[src/rtl/johnson_decoder.sv]
// -----------------------------------------------------------------------------
// johnson_decoder
//   Decodes a 4-bit Johnson code stream into a 3-bit index. A three-state FSM
//   (IDLE/TRACK/LOCKED) reaches LOCKED after LOCK_COUNT consecutive +1 steps.
//   It reports illegal codes and illegal successors as one-cycle pulses, and
//   keeps a sticky error flag, a wrap counter and a saturating error counter.
//   All outputs are registered, so each sample has one cycle of latency.
//
// Ports
//   clk        in   rising-edge clock
//   rst        in   asynchronous, active-high reset
//   clear      in   synchronous clear of FSM, counters and sticky flag
//   code_in    in   [3:0] Johnson code, bit 3 MSB
//   in_valid   in   code_in is sampled on this edge
//   idx        out  [2:0] index of the last legal sample
//   out_valid  out  pulse: outputs refer to the previous sample
//   code_err   out  pulse: previous sample was not a legal Johnson code
//   step_err   out  pulse: previous sample was legal but not an allowed successor
//   locked     out  FSM is in LOCKED
//   sticky_err out  set by any error; cleared by rst or clear
//   wrap_cnt   out  [7:0] count of 7->0 steps while locked, modulo 256
//   err_cnt    out  [7:0] count of error events, saturating at 255
// -----------------------------------------------------------------------------
module johnson_decoder #(
  parameter int LOCK_COUNT = 4,
  parameter int ALLOW_HOLD = 1
) (
  input  logic       clk,
  input  logic       rst,
  input  logic       clear,
  input  logic [3:0] code_in,
  input  logic       in_valid,
  output logic [2:0] idx,
  output logic       out_valid,
  output logic       code_err,
  output logic       step_err,
  output logic       locked,
  output logic       sticky_err,
  output logic [7:0] wrap_cnt,
  output logic [7:0] err_cnt
);

  typedef enum logic [1:0] {IDLE, TRACK, LOCKED} state_e;

  localparam logic [3:0] LockN = 4'(LOCK_COUNT);

  state_e     state_q, state_d;
  logic [2:0] prev_q, prev_d;
  logic [3:0] good_q, good_d;
  logic [2:0] idx_q, idx_d;
  logic       out_valid_q, out_valid_d;
  logic       code_err_q, code_err_d;
  logic       step_err_q, step_err_d;
  logic       sticky_q, sticky_d;
  logic [7:0] wrap_q, wrap_d;
  logic [7:0] err_q, err_d;

  logic       dec_legal;
  logic [2:0] dec_idx;
  logic       is_step;
  logic       is_hold;

  // Johnson code to index; the eight remaining codes are illegal.
  always_comb begin
    dec_legal = 1'b1;
    dec_idx   = 3'd0;
    case (code_in)
      4'b0000: dec_idx = 3'd0;
      4'b0001: dec_idx = 3'd1;
      4'b0011: dec_idx = 3'd2;
      4'b0111: dec_idx = 3'd3;
      4'b1111: dec_idx = 3'd4;
      4'b1110: dec_idx = 3'd5;
      4'b1100: dec_idx = 3'd6;
      4'b1000: dec_idx = 3'd7;
      default: dec_legal = 1'b0;
    endcase
  end

  assign is_step = (dec_idx == 3'(prev_q + 3'd1));
  assign is_hold = (ALLOW_HOLD != 0) && (dec_idx == prev_q);

  // NOTE: every signal gets a default before any branch so that no path
  // leaves it unassigned; otherwise a latch would be inferred.
  always_comb begin
    state_d     = state_q;
    prev_d      = prev_q;
    good_d      = good_q;
    idx_d       = idx_q;
    out_valid_d = 1'b0;
    code_err_d  = 1'b0;
    step_err_d  = 1'b0;
    sticky_d    = sticky_q;
    wrap_d      = wrap_q;
    err_d       = err_q;

    if (clear) begin
      // A sample that arrives with clear is discarded; idx keeps its value.
      state_d  = IDLE;
      prev_d   = 3'd0;
      good_d   = 4'd0;
      sticky_d = 1'b0;
      wrap_d   = 8'd0;
      err_d    = 8'd0;
    end else if (in_valid) begin
      out_valid_d = 1'b1;
      if (!dec_legal) begin
        // idx holds; every state falls back to IDLE.
        code_err_d = 1'b1;
        state_d    = IDLE;
        good_d     = 4'd0;
      end else begin
        idx_d = dec_idx;
        case (state_q)
          IDLE: begin
            state_d = TRACK;
            prev_d  = dec_idx;
            good_d  = 4'd0;
          end
          TRACK: begin
            if (is_step) begin
              prev_d = dec_idx;
              good_d = good_q + 4'd1;
              if (good_d == LockN) state_d = LOCKED;
            end else if (!is_hold) begin
              step_err_d = 1'b1;
              prev_d     = dec_idx;
              good_d     = 4'd0;
            end
          end
          LOCKED: begin
            if (is_step) begin
              prev_d = dec_idx;
              if (prev_q == 3'd7) wrap_d = wrap_q + 8'd1;
            end else if (!is_hold) begin
              step_err_d = 1'b1;
              state_d    = TRACK;
              prev_d     = dec_idx;
              good_d     = 4'd0;
            end
          end
          default: state_d = IDLE;
        endcase
      end

      if (code_err_d || step_err_d) begin
        sticky_d = 1'b1;
        if (err_q != 8'hFF) err_d = err_q + 8'd1;
      end
    end
  end

  // NOTE: state registers use non-blocking assignments so every flop samples
  // the values from before the edge, independent of statement order.
  always_ff @(posedge clk or posedge rst) begin
    if (rst) begin
      state_q     <= IDLE;
      prev_q      <= 3'd0;
      good_q      <= 4'd0;
      idx_q       <= 3'd0;
      out_valid_q <= 1'b0;
      code_err_q  <= 1'b0;
      step_err_q  <= 1'b0;
      sticky_q    <= 1'b0;
      wrap_q      <= 8'd0;
      err_q       <= 8'd0;
    end else begin
      state_q     <= state_d;
      prev_q      <= prev_d;
      good_q      <= good_d;
      idx_q       <= idx_d;
      out_valid_q <= out_valid_d;
      code_err_q  <= code_err_d;
      step_err_q  <= step_err_d;
      sticky_q    <= sticky_d;
      wrap_q      <= wrap_d;
      err_q       <= err_d;
    end
  end

  assign idx        = idx_q;
  assign out_valid  = out_valid_q;
  assign code_err   = code_err_q;
  assign step_err   = step_err_q;
  assign locked     = (state_q == LOCKED);
  assign sticky_err = sticky_q;
  assign wrap_cnt   = wrap_q;
  assign err_cnt    = err_q;

endmodule

[config.mk]
export PLATFORM = sky130hd
export DESIGN_NAME = johnson_decoder
export DESIGN_NICKNAME = d
export VERILOG_FILES = /design/src/rtl/johnson_decoder.sv
export SDC_FILE = /design/constraint.sdc
export NUM_CORES = 1
export LEC_CHECK = 0
export ABC_AREA = 1
export ABC_CLOCK_PERIOD_IN_PS = 3400
export BUFFER_PORTS_ARGS = -buffer_cell sky130_fd_sc_hd__buf_4
export CAP_MARGIN = 20
export CORE_ASPECT_RATIO = 0.7
export CORE_MARGIN = 3
export CORE_UTILIZATION = 45
export DETAILED_ROUTE_END_ITERATION = 16
export PLACE_DENSITY = 0.7
export SYNTH_ARGS = -nofsm -noshare
export SYNTH_HDL_FRONTEND = slang
export SYNTH_SLANG_ARGS = --single-unit
[constraint.sdc]
create_clock -name clk -period 3.4 [get_ports clk]
set_input_delay 0.17 -clock clk [delete_from_list [all_inputs] [get_ports clk]]
set_output_delay 0.17 -clock clk [all_outputs]
set_load 0.005 [all_outputs]
==> metrics.txt, run 1 <==
status=finished, final reports clean; initial antenna violation count=0; worst-path cell chain=ha_1, ha_1, inv_1, nand3_1, nand2_1, nor2_4, nand3_2, o21ai_1, nor3b_1; Initial Util=0.492; Pwr Density=385 nW/um2; Setup TNS Final=0 ps; largest area contributor in the netlist=dfrtp_1; clock slew at reported path FFs=70 ps; leakage=1.34 nW; DR pass1 iterations=4; worst setup path category=reg -> reg; RSZ-0062 raised after global routing=false; number of routed nets with antenna violations=0; synthesized instance count=303; CTS tree=done; post_cts resized=0; overall power=1.02 mW; n_diodes=0; CTS max path bufs=2; # fillers=430; proportion of layout cells with a drive suffix above 1=0.195; final worst path period need=2030 ps; maximum vdd drop=0.177 mV; Syn Area/Cell=7.40 um2; Slew HR=0.701; DRT Wirelength=5.07 mm; post-synthesis sequential area ratio=0.357; Die W=90.4 um; Worst Setup Start Kind=register; root buffer cell=clkbuf_8; Via density=5.12; vias=2069; IO buf count=31; final setup fails=0; GRT Total Usage=0.189; Fin. Hold Viols=0; Max Freq=0.492 GHz; placed cell area=2530 um2; internal cell power=707 uW; Clk pwr share=0.353; cts bufs inserted=5; worst-path fanout max=13; Multi-input gate area=1270 um2; H-Tree Depth=2; Syn. warnings=0; Slowest cell on crit path=dfrtp_1; Worst Hold Class=in -> reg; Max stage delay on crit path=420 ps; post-synth net total=320; hpwl dp=3.86 mm; CP Capture Type=register; core footprint=4550 um2; first-pass GRT wire length=8.83 mm; # IOs=32; Cell Area, Synth=2240 um2; Sw Share=0.307; Sequential Area=801 um2; Seq cells post-synth=32; cell mode on critical path=ha_1; DRC=0; share of the synthesized area in the top cell type=0.357; area grow syn2layout=18.2%; clock sinks=32; Worst Tran Pin Value=447 ps; 1st-iter DRT viols=141; Fin Clk Skew=5.42 ps; most common cell after layout, fill and taps aside=nand2_1; Combinational Power Share=0.233; Die Y=65.1 um; Area contributors post-synth=dfrtp_1, nand2_1, nand3_1, inv_1, nor2_1; largest net degree at the start of global routing=33; vias in the first global route=1840; post-synthesis cell type count=27; WL/cell=12.5 um; Design Area, Final=2650 um2; Max-Cap Viols=0; site row count=20; Remaining Overflow, GRT=0; worst endpoint required time=3600 ps; Placer Congestion=0.846; DIE AREA=5880 um2; net load switching power=313 uW; most frequent cells in the layout=nand2_1, inv_1; Flop pwr share=0.414; nets=354; Final Slew Violations=0; critical path data arrival time=2230 ps; clock latency on the worst-skew pair=290 ps; Tcrit/Tclk final=0.598
## sequential cells by signal, summed over array words and instances, names as in the netlist
register / flops
code_err: 1
err_cnt: 8
good_q: 4
idx: 3
out_valid: 1
prev_q: 3
state_q: 2
step_err: 1
sticky_err: 1
wrap_cnt: 8
## power groups by stage
stage | clock network (mW) | registers (mW) | logic, mW
floorplan | 0 | 0.428 | 0.162
global placement | 0 | 0.429 | 0.232
detailed placement | 0 | 0.430 | 0.238
CTS | 0.370 | 0.422 | 0.239
global route | 0.385 | 0.426 | 0.269
finish | 0.360 | 0.423 | 0.238
## cells by family after synthesis
group / after synthesis / share of synthesized area
buffers and inverters: 42 / 0.0748
AOI/OAI and AO/OA: 24 / 0.0737
DFF: 32 / 0.357
adders and majority gates: 9 / 0.0502
and+or+nand+nor: 185 / 0.401
xor gates and xnor gates: 11 / 0.0430
## synthesized netlist by cell type, drive strengths merged
cell type  instances
o21ai             17
inv               36
ha                 9
dfrtp             32
nor2              33
nand3             39
nand4             15
xnor2              1
nor3               1
buf                4
clkbuf             2
a21oi              3
xor2              10
o31ai              4
nand2             93
nor3b              4
## repair_timing
action / 4_1_cts / 5_1_grt
setup endpoints to repair: 0 / 0
setup buffers: 0 / 0
hold endpoints to repair: 32 / 0
hold buffers: 1 / 0
## cell type report
cell class	count	area share
timing repair buffer	33	0.0944
clock buffer	6	0.0274
clock inverter	2	0.0132
tap	66	0.0312
multi-input combinational	229	0.481
sequential	32	0.302
inverter	36	0.0510
## per-stage QoR
step / hold slack [ps] / cells / setup slack (ps) / utilization
2_1_floorplan: 282 / 303 / 1670 / -
3_3_place_gp: 289 / 395 / 1480 / 0.556
3_5_place_dp: 288 / 395 / 1400 / 0.556
4_1_cts: 125 / 404 / 1380 / 0.582
5_1_grt: 141 / 404 / 1180 / 0.582
6_report: 137 / 404 / 1370 / 0.582
## worst max-delay path: cells and delay by family (launching register included)
family          cells  cell delay [ps]
fa+ha+maj           2              520
simple gates        5              740
buf+inv             1               60
compound gates      1              200
flops               1              420
## path summary, 6_finish.rpt
check	from	to	slack, ps	cells after the start
max	prev_q[0]	wrap_cnt[3]	1370	9
min	in_valid	out_valid	140	3
max in group asynchronous	rst	good_q[2]	2580	4
min reg2reg	idx[1]	idx[1]	480	2
min in group asynchronous	rst	out_valid	530	4
max reg2reg	prev_q[0]	wrap_cnt[3]	1370	9
## metal layers
metal  global-route usage  part of all wire  routed length (um)
met1                0.279              0.52                2620
met2                0.270              0.41                2070
met3               0.0487             0.063                 318
met4               0.0573             0.012                  59
met5                    0                 0                   0
Note: power is estimated with default switching activity, not from simulation.
==> run 2, diff against run 1 <==
==> config.mk (replaced) <==
export PLATFORM = sky130hd
export DESIGN_NAME = johnson_decoder
export DESIGN_NICKNAME = d
export VERILOG_FILES = /design/src/rtl/johnson_decoder.sv
export SDC_FILE = /design/constraint.sdc
export NUM_CORES = 1
export LEC_CHECK = 0
export ABC_AREA = 0
export ABC_CLOCK_PERIOD_IN_PS = 1900
export BUFFER_PORTS_ARGS = -buffer_cell sky130_fd_sc_hd__buf_4
export CAP_MARGIN = 20
export CORE_ASPECT_RATIO = 0.7
export CORE_MARGIN = 3
export CORE_UTILIZATION = 45
export DETAILED_ROUTE_END_ITERATION = 16
export PLACE_DENSITY = 0.71
export SYNTH_ARGS = -nofsm -noshare
export SYNTH_HDL_FRONTEND = slang
export SYNTH_SLANG_ARGS = --single-unit
==> constraint.sdc (replaced) <==
create_clock -name clk -period 1.9 [get_ports clk]
set_input_delay 0.095 -clock clk [delete_from_list [all_inputs] [get_ports clk]]
set_output_delay 0.095 -clock clk [all_outputs]
set_load 0.005 [all_outputs]
==> run 2 against run 1 <==
The flow now finishes with violations (setup timing); sequential power up 79%; final cell count shrank 13%; worst hold slack worse by 75 ps; die area down 10%; non-clock buffer count grew 47.
==> metrics.txt, run 2 <==
most frequent cells in the layout=buf_4, dfrtp_1, nor2_1 (was nand2_1, inv_1); worst reg2reg setup slack=-370 ps (was 1370 ps); nets=317 (was 354); RSZ-0062 raised after global routing=true (was false); placed insts=337 (was 395); DIE AREA=5260 um2 (was 5880 um2); post-synthesis sequential area ratio=0.403 (was 0.357); largest area contributor in the netlist=dfrtp_1 (unchanged); first-pass GRT wire length=9.09 mm (was 8.83 mm); Design Area, Final=2900 um2 (was 2650 um2); n_diodes=0 (unchanged); endpoint with the worst hold slack=prev_q[0] (was out_valid); FFs w/ async S/R, synth=1.00 (unchanged); Fin Clk Skew=7.82 ps (was 5.42 ps); DRC=0 (unchanged); Flop pwr share=0.363 (was 0.414); Cell Area, Synth=1990 um2 (was 2240 um2); Initial Util=0.486 (was 0.492); post-synth net total=238 (was 320); DR pass1 iterations=4 (unchanged); worst setup path category=reg -> reg (unchanged); vias=1988 (was 2069); number of routed nets with antenna violations=0 (unchanged); beginning of the worst hold path=clear (was in_valid); Sequential Area=801 um2 (unchanged); Multi-input gate area=1260 um2 (was 1270 um2); DRT Wirelength=5.73 mm (was 5.07 mm); clock sinks=32 (unchanged); root buffer cell=clkbuf_8 (unchanged); Die W=85.4 um (was 90.4 um); core footprint=4090 um2 (was 4550 um2); Hold Crit Depth=2 (was 3); placed cell area=2600 um2 (was 2530 um2); GRT Total Usage=0.224 (was 0.189); Hold WS=62.9 ps (was 137 ps); internal cell power=1.47 mW (was 707 uW); Area contributors post-synth=dfrtp_1, ha_1, nor2_1, o21ai_0, nand2_1 (was dfrtp_1, nand2_1, nand3_1, inv_1, nor2_1); Combinational Power Share=0.325 (was 0.233); CTS max path bufs=2 (unchanged); Worst Tran Pin Value=492 ps (was 447 ps); Max Freq=0.440 GHz (was 0.492 GHz); area grow syn2layout=46.1% (was 18.2%); Remaining Overflow, GRT=0 (unchanged); most common cell after layout, fill and taps aside=buf_4 (was nand2_1); proportion of layout cells with a drive suffix above 1=0.402 (was 0.195); Post-Route Utilization=0.710 (was 0.582); Fin. Hold Viols=0 (unchanged); Tcrit/Tclk final=1.20 (was 0.598); CP Capture Type=register (unchanged); synthesized instance count=221 (was 303); Sw Share=0.294 (was 0.307); FF-to-FF path depth=10 (was 9); CTS tree=done (unchanged); failing checks=setup timing; Syn Area/Cell=9.00 um2 (was 7.40 um2); Layout Cells excl Fill=353 (was 404); ys flop type=dfrtp_1 (unchanged); Worst Setup Start Kind=register (unchanged); Worst Hold Class=in -> reg (unchanged); largest net degree at the start of global routing=33 (unchanged); Pwr Density=718 nW/um2 (was 385 nW/um2); final setup margin=-373 ps (was 1370 ps); Syn. warnings=0 (unchanged); Max-Cap Viols=0 (unchanged); cts bufs inserted=5 (unchanged); H-Tree Depth=2 (unchanged); final setup fails=26 (was 0); initial antenna violation count=0 (unchanged); 1st-iter DRT viols=172 (was 141); critical path data arrival time=2460 ps (was 2230 ps); Via density=5.63 (was 5.12); pre-CTS setup slack=-486 ps (was 1400 ps); clock latency on the worst-skew pair=290 ps (about the same); vias in the first global route=1871 (was 1840); top-count cell post-synth=dfrtp_1 (was nand2_1); maximum vdd drop=0.529 mV (was 0.177 mV); Placer Congestion=0.863 (was 0.846); # IOs=32 (unchanged); number of synthesized flops with an enable pin=0 (unchanged); site row count=19 (was 20); Final Slew Violations=0 (unchanged); leakage=1.32 nW (was 1.34 nW); WL/cell=16.2 um (was 12.5 um); R2R Path End=state_q[1] (was wrap_cnt[3]); net load switching power=614 uW (was 313 uW); hpwl dp=3.91 mm (was 3.86 mm); clock slew at reported path FFs=60 ps (was 70 ps); final worst path period need=2270 ps (was 2030 ps); Seq cells post-synth=32 (unchanged); status=finished with violations (was finished, final reports clean); post-synthesis cell type count=51 (was 27); Die Y=61.6 um (was 65.1 um); Slew HR=0.671 (was 0.701); IO buf count=31 (unchanged); Clk pwr share=0.313 (was 0.353); worst endpoint required time=2090 ps (was 3600 ps); share of the synthesized area in the top cell type=0.403 (was 0.357); worst-path fanout max=3 (was 13); # fillers=323 (was 430); Post-synth top cells=dfrtp_1, nor2_1, nand2_1 (was nand2_1, inv_1, dfrtp_1, nand3_1, nor2_1); worst reg2reg path startpoint=prev_q[1] (was prev_q[0])
[run 2: metrics by stage]
step | power, mW | TNS (ps)
after floorplan | 1.07 | -4610
after global placement | 1.31 | -5910
after detailed placement | 1.32 | -6910
after CTS | 2.05 | -5210
after global routing | 2.20 | -9020
final | 2.09 | -6670
[run 2: cell families after synthesis]
group	Yosys count	share of synthesized area
AO/OA/AOI/OAI	56	0.189
XOR/XNOR	3	0.0132
flip-flops	32	0.403
buffers and inverters	23	0.0541
AND/OR/NAND/NOR	90	0.241
adder cells (fa/ha/maj)	9	0.0566
multiplexers	8	0.0428
[run 2: how the worst max path moves through the flow]
| stage | startpoint | end | slack [ps] | cells past startpoint |
|---|---|---|---|---|
| after detailed placement | prev_q[1] | wrap_cnt[7] | -490 | 8 |
| after global placement | prev_q[1] | wrap_cnt[7] | -380 | 8 |
| after global routing | prev_q[1] | state_q[1] | -450 | 10 |
| after floorplan | prev_q[1] | wrap_cnt[4] | -360 | 9 |
| final | prev_q[1] | state_q[1] | -370 | 10 |
| after CTS | prev_q[1] | wrap_cnt[3] | -330 | 10 |
[run 2: final cells by class]
class | instances | share of cell area
repair buffers | 80 | 0.212
clock inverters | 3 | 0.0146
clock buffers | 5 | 0.0237
multi-input cells | 166 | 0.433
inverters | 15 | 0.0194
flip-flops and latches | 32 | 0.276
well taps | 52 | 0.0224
[run 2: power by group through the flow]
stage               registers, mW  logic [mW]  clock network (mW)
floorplan                   0.774       0.292                   0
global placement            0.768       0.541                   0
detailed placement          0.769       0.548                   0
CTS                         0.756       0.623               0.666
global route                0.763       0.738               0.699
finish                      0.757       0.678               0.652
[run 2: routing by layer]
layer | routed length [um] | global-route usage | vias up
met1 | 2630 | 0.305 | 959
met4 | 37 | 0.0519 | 0
li1 | - | - | 961
met3 | 363 | 0.0709 | 6
met2 | 2700 | 0.355 | 62
met5 | 0 | 0 | -
[run 2: what timing repair did]
action	CTS	global route
setup buffers	5	2
pin swaps	10	4
gates cloned	0	0
hold endpoints to repair	32	0
hold buffers	1	0
endpoints found under the setup margin	26	26
gates resized for setup	14	9
[run 2: worst max-delay path, cell delays in order, from the launching register on]
cell,delay (ps)
dfrtp_1,380
ha_2,210
ha_4,270
nand2_4,80
o221ai_4,100
buf_4,150
buf_6,110
o21a_1,130
a311oi_1,330
o32ai_2,180
mux2i_1,230
==> run 3, diff against run 2 <==
--- a/config.mk
+++ b/config.mk
@@ -5,7 +5,7 @@
 export SDC_FILE = /design/constraint.sdc
 export NUM_CORES = 1
 export LEC_CHECK = 0
-export ABC_AREA = 0
+export ABC_AREA = 1
 export ABC_CLOCK_PERIOD_IN_PS = 1900
 export BUFFER_PORTS_ARGS = -buffer_cell sky130_fd_sc_hd__buf_4
 export CAP_MARGIN = 20
@@ -13,7 +13,7 @@
 export CORE_MARGIN = 3
 export CORE_UTILIZATION = 45
 export DETAILED_ROUTE_END_ITERATION = 16
-export PLACE_DENSITY = 0.71
+export PLACE_DENSITY = 0.7
 export SYNTH_ARGS = -nofsm -noshare
 export SYNTH_HDL_FRONTEND = slang
 export SYNTH_SLANG_ARGS = --single-unit
==> run 3 against run 2 <==
The run now ends clean; global-route usage is 3.3 points lower; final cell count increased by 19%; worst setup slack gained 460 ps; largest cell class unchanged; core utilization is 8.5 points lower; first-iteration DRC count is 35% lower; cell area fell by 1.9%; highest routed layer unchanged; largest power group unchanged.
==> metrics.txt, run 3 (synthesis results as in run 1) <==
Hold Crit Depth=3 (was 2); initial antenna violation count=0 (unchanged); # fillers=414 (was 323); most common cell after layout, fill and taps aside=nand2_1 (was buf_4); CTS max path bufs=2 (unchanged); most frequent cells in the layout=nand2_1, buf_4, inv_1, nor2_1, dfrtp_1 (was buf_4, dfrtp_1, nor2_1); Worst Setup Start Kind=register (unchanged); worst setup path category=reg -> reg (unchanged); Worst path top cell family by delay=simple AND/OR/NAND/NOR gates (was compound AO/OA/AOI/OAI gates); Worst Hold Class=in -> reg (unchanged); cell mode on critical path=nand2_1; worst reg2reg path startpoint=prev_q[1] (unchanged); 1st-iter DRT viols=112 (was 172); Highest Signal Layer=met4 (unchanged); worst reg2reg setup slack=90 ps (was -370 ps); DR pass1 iterations=4 (unchanged); Max Freq=0.552 GHz (was 0.440 GHz); worst-path fanout max=5 (was 3); worst endpoint required time=2080 ps (was 2090 ps); hpwl dp=3.98 mm (was 3.91 mm); status=finished, final reports clean (was finished with violations); nets=371 (was 317); met2 WL=2.31 mm (was 2.70 mm); R2R Path End=state_q[0] (was state_q[1]); Setup TNS Final=0 ps (was -6670 ps); Worst Tran Pin Value=455 ps (was 492 ps); clock latency on the worst-skew pair=290 ps (about the same); leakage=1.43 nW (was 1.32 nW); Placer Congestion=0.801 (was 0.863); IO buf count=31 (unchanged); area grow syn2layout=27.1% (was 46.1%); pre-CTS setup slack=-23.5 ps (was -486 ps); Die W=90.4 um (was 85.4 um); Initial Util=0.492 (was 0.486); Slowest cell on crit path=dfrtp_1 (unchanged); # IOs=32 (unchanged); DIE AREA=5880 um2 (was 5260 um2); root buffer cell=clkbuf_8 (unchanged); largest net degree at the start of global routing=33 (unchanged); H-Tree Depth=2 (unchanged); core footprint=4550 um2 (was 4090 um2); number of routed nets with antenna violations=0 (unchanged); overall power=1.91 mW (was 2.09 mW); maximum vdd drop=0.400 mV (was 0.529 mV); Via density=5.05 (was 5.63); met3 routed WL=203 um (was 363 um); Die Y=65.1 um (was 61.6 um); first-pass GRT wire length=9.02 mm (was 9.09 mm); final worst path period need=1810 ps (was 2270 ps); CTS tree=done (unchanged); FF-to-FF path depth=11 (was 10); critical path data arrival time=1990 ps (was 2460 ps); cts bufs inserted=5 (unchanged); Fin. Hold Viols=0 (unchanged); n_diodes=0 (unchanged); clock sinks=32 (unchanged); WL/cell=13.0 um (was 16.2 um); Post-Route Utilization=0.626 (was 0.710); worst-path cell chain=ha_2, ha_4, inv_2, nand3_2, nand2_2, nor2_4, nand3_2, o21ai_2, nand2_1, nand2_1, nand2_1 (was ha_2, ha_4, nand2_4, o221ai_4, buf_4, buf_6, o21a_1, a311oi_1, o32ai_2, mux2i_1); CP Capture Type=register (unchanged); DRC=0 (unchanged); Slew HR=0.696 (was 0.671); final setup margin=89.4 ps (was -373 ps); final setup fails=0 (was 26); Buffers & Inverters on Critical Path=1 (was 2); site row count=20 (was 19); vias=2128 (was 1988); DRT Wirelength=5.45 mm (was 5.73 mm); Max-Cap Viols=0 (unchanged); vias in the first global route=1855 (was 1871); DRT met1 WL=2.89 mm (was 2.63 mm); Max stage delay on crit path=390 ps (was 380 ps); Tcrit/Tclk final=0.953 (was 1.20); beginning of the worst hold path=in_valid (was clear); Final Slew Violations=0 (unchanged); clock slew at reported path FFs=70 ps (was 60 ps); Remaining Overflow, GRT=0 (unchanged); GRT Total Usage=0.192 (was 0.224); Fin Clk Skew=6.49 ps (was 7.82 ps); endpoint with the worst hold slack=out_valid (was prev_q[0]); proportion of layout cells with a drive suffix above 1=0.265 (was 0.402); Pwr Density=671 nW/um2 (was 718 nW/um2); critical path depth=11 (was 10); Multi-input gate area=1340 um2 (was 1260 um2); Sequential Area=801 um2 (unchanged)
## run 3: cell types whose count changed in the layout (fill, tap and decap cells not counted), sizes merged, moves of 10 or more
cell	change
nand4	+11
nand2	+75
nor2	+13
or3	-10
inv	+21
buf	-31
nand3	+32
## run 3: per-stage QoR
step | cell area [um2] | instances | hold WS [ps]
3_3_place_gp | 2580 | 402 | 214
3_5_place_dp | 2580 | 402 | 216
5_1_grt | 2850 | 421 | 72.2
4_1_cts | 2710 | 411 | 60.1
2_1_floorplan | 2240 | 303 | 207
6_report | 2850 | 421 | 69.9
## run 3: worst register-to-register path: stages (launching register included)
cell     delay, ps
dfrtp_1        390
ha_2           200
ha_4           270
inv_2           40
nand3_2         60
nand2_2         70
nor2_4         190
nand3_2        110
o21ai_2        190
nand2_1         80
nand2_1         60
nand2_1         50
## run 3: worst max path at each step
stage / startpoint / to / slack (ps)
after floorplan: prev_q[0] / state_q[0] / 170
after global placement: prev_q[0] / wrap_cnt[7] / 70
after detailed placement: prev_q[0] / wrap_cnt[7] / -20
after CTS: prev_q[0] / err_cnt[7] / 20
after global routing: err_cnt[0] / err_cnt[4] / -10
final: prev_q[1] / state_q[0] / 90
## run 3: layer usage
metal | global-route usage | vias to the layer above
met1 | 0.284 | 993
met5 | 0 | -
li1 | - | 1094
met2 | 0.281 | 35
met4 | 0.0515 | 0
met3 | 0.0429 | 6
## run 3: report_power, final
part | internal [mW] | switching (mW) | total (mW)
logic | 0.204 | 0.298 | 0.503
clock network | 0.389 | 0.262 | 0.651
registers | 0.720 | 0.0377 | 0.757
total | 1.31 | 0.598 | 1.91
## run 3: timing repair
action	CTS	global route
setup endpoints to repair	3	16
hold buffers	1	0
gates cloned	0	1
pin swaps	0	9
endpoints found under the hold margin	32	0
setup buffers	0	9
resized for setup	1	12
## run 3: area by class of cell
| type | instances | area share |
|---|---|---|
| Multi-Input combinational cell | 230 | 0.470 |
| Clock buffer | 6 | 0.0255 |
| Timing Repair Buffer | 49 | 0.134 |
| Sequential cell | 32 | 0.281 |
| Tap cell | 66 | 0.0290 |
| Inverter | 36 | 0.0474 |
| Clock inverter | 2 | 0.0123 |
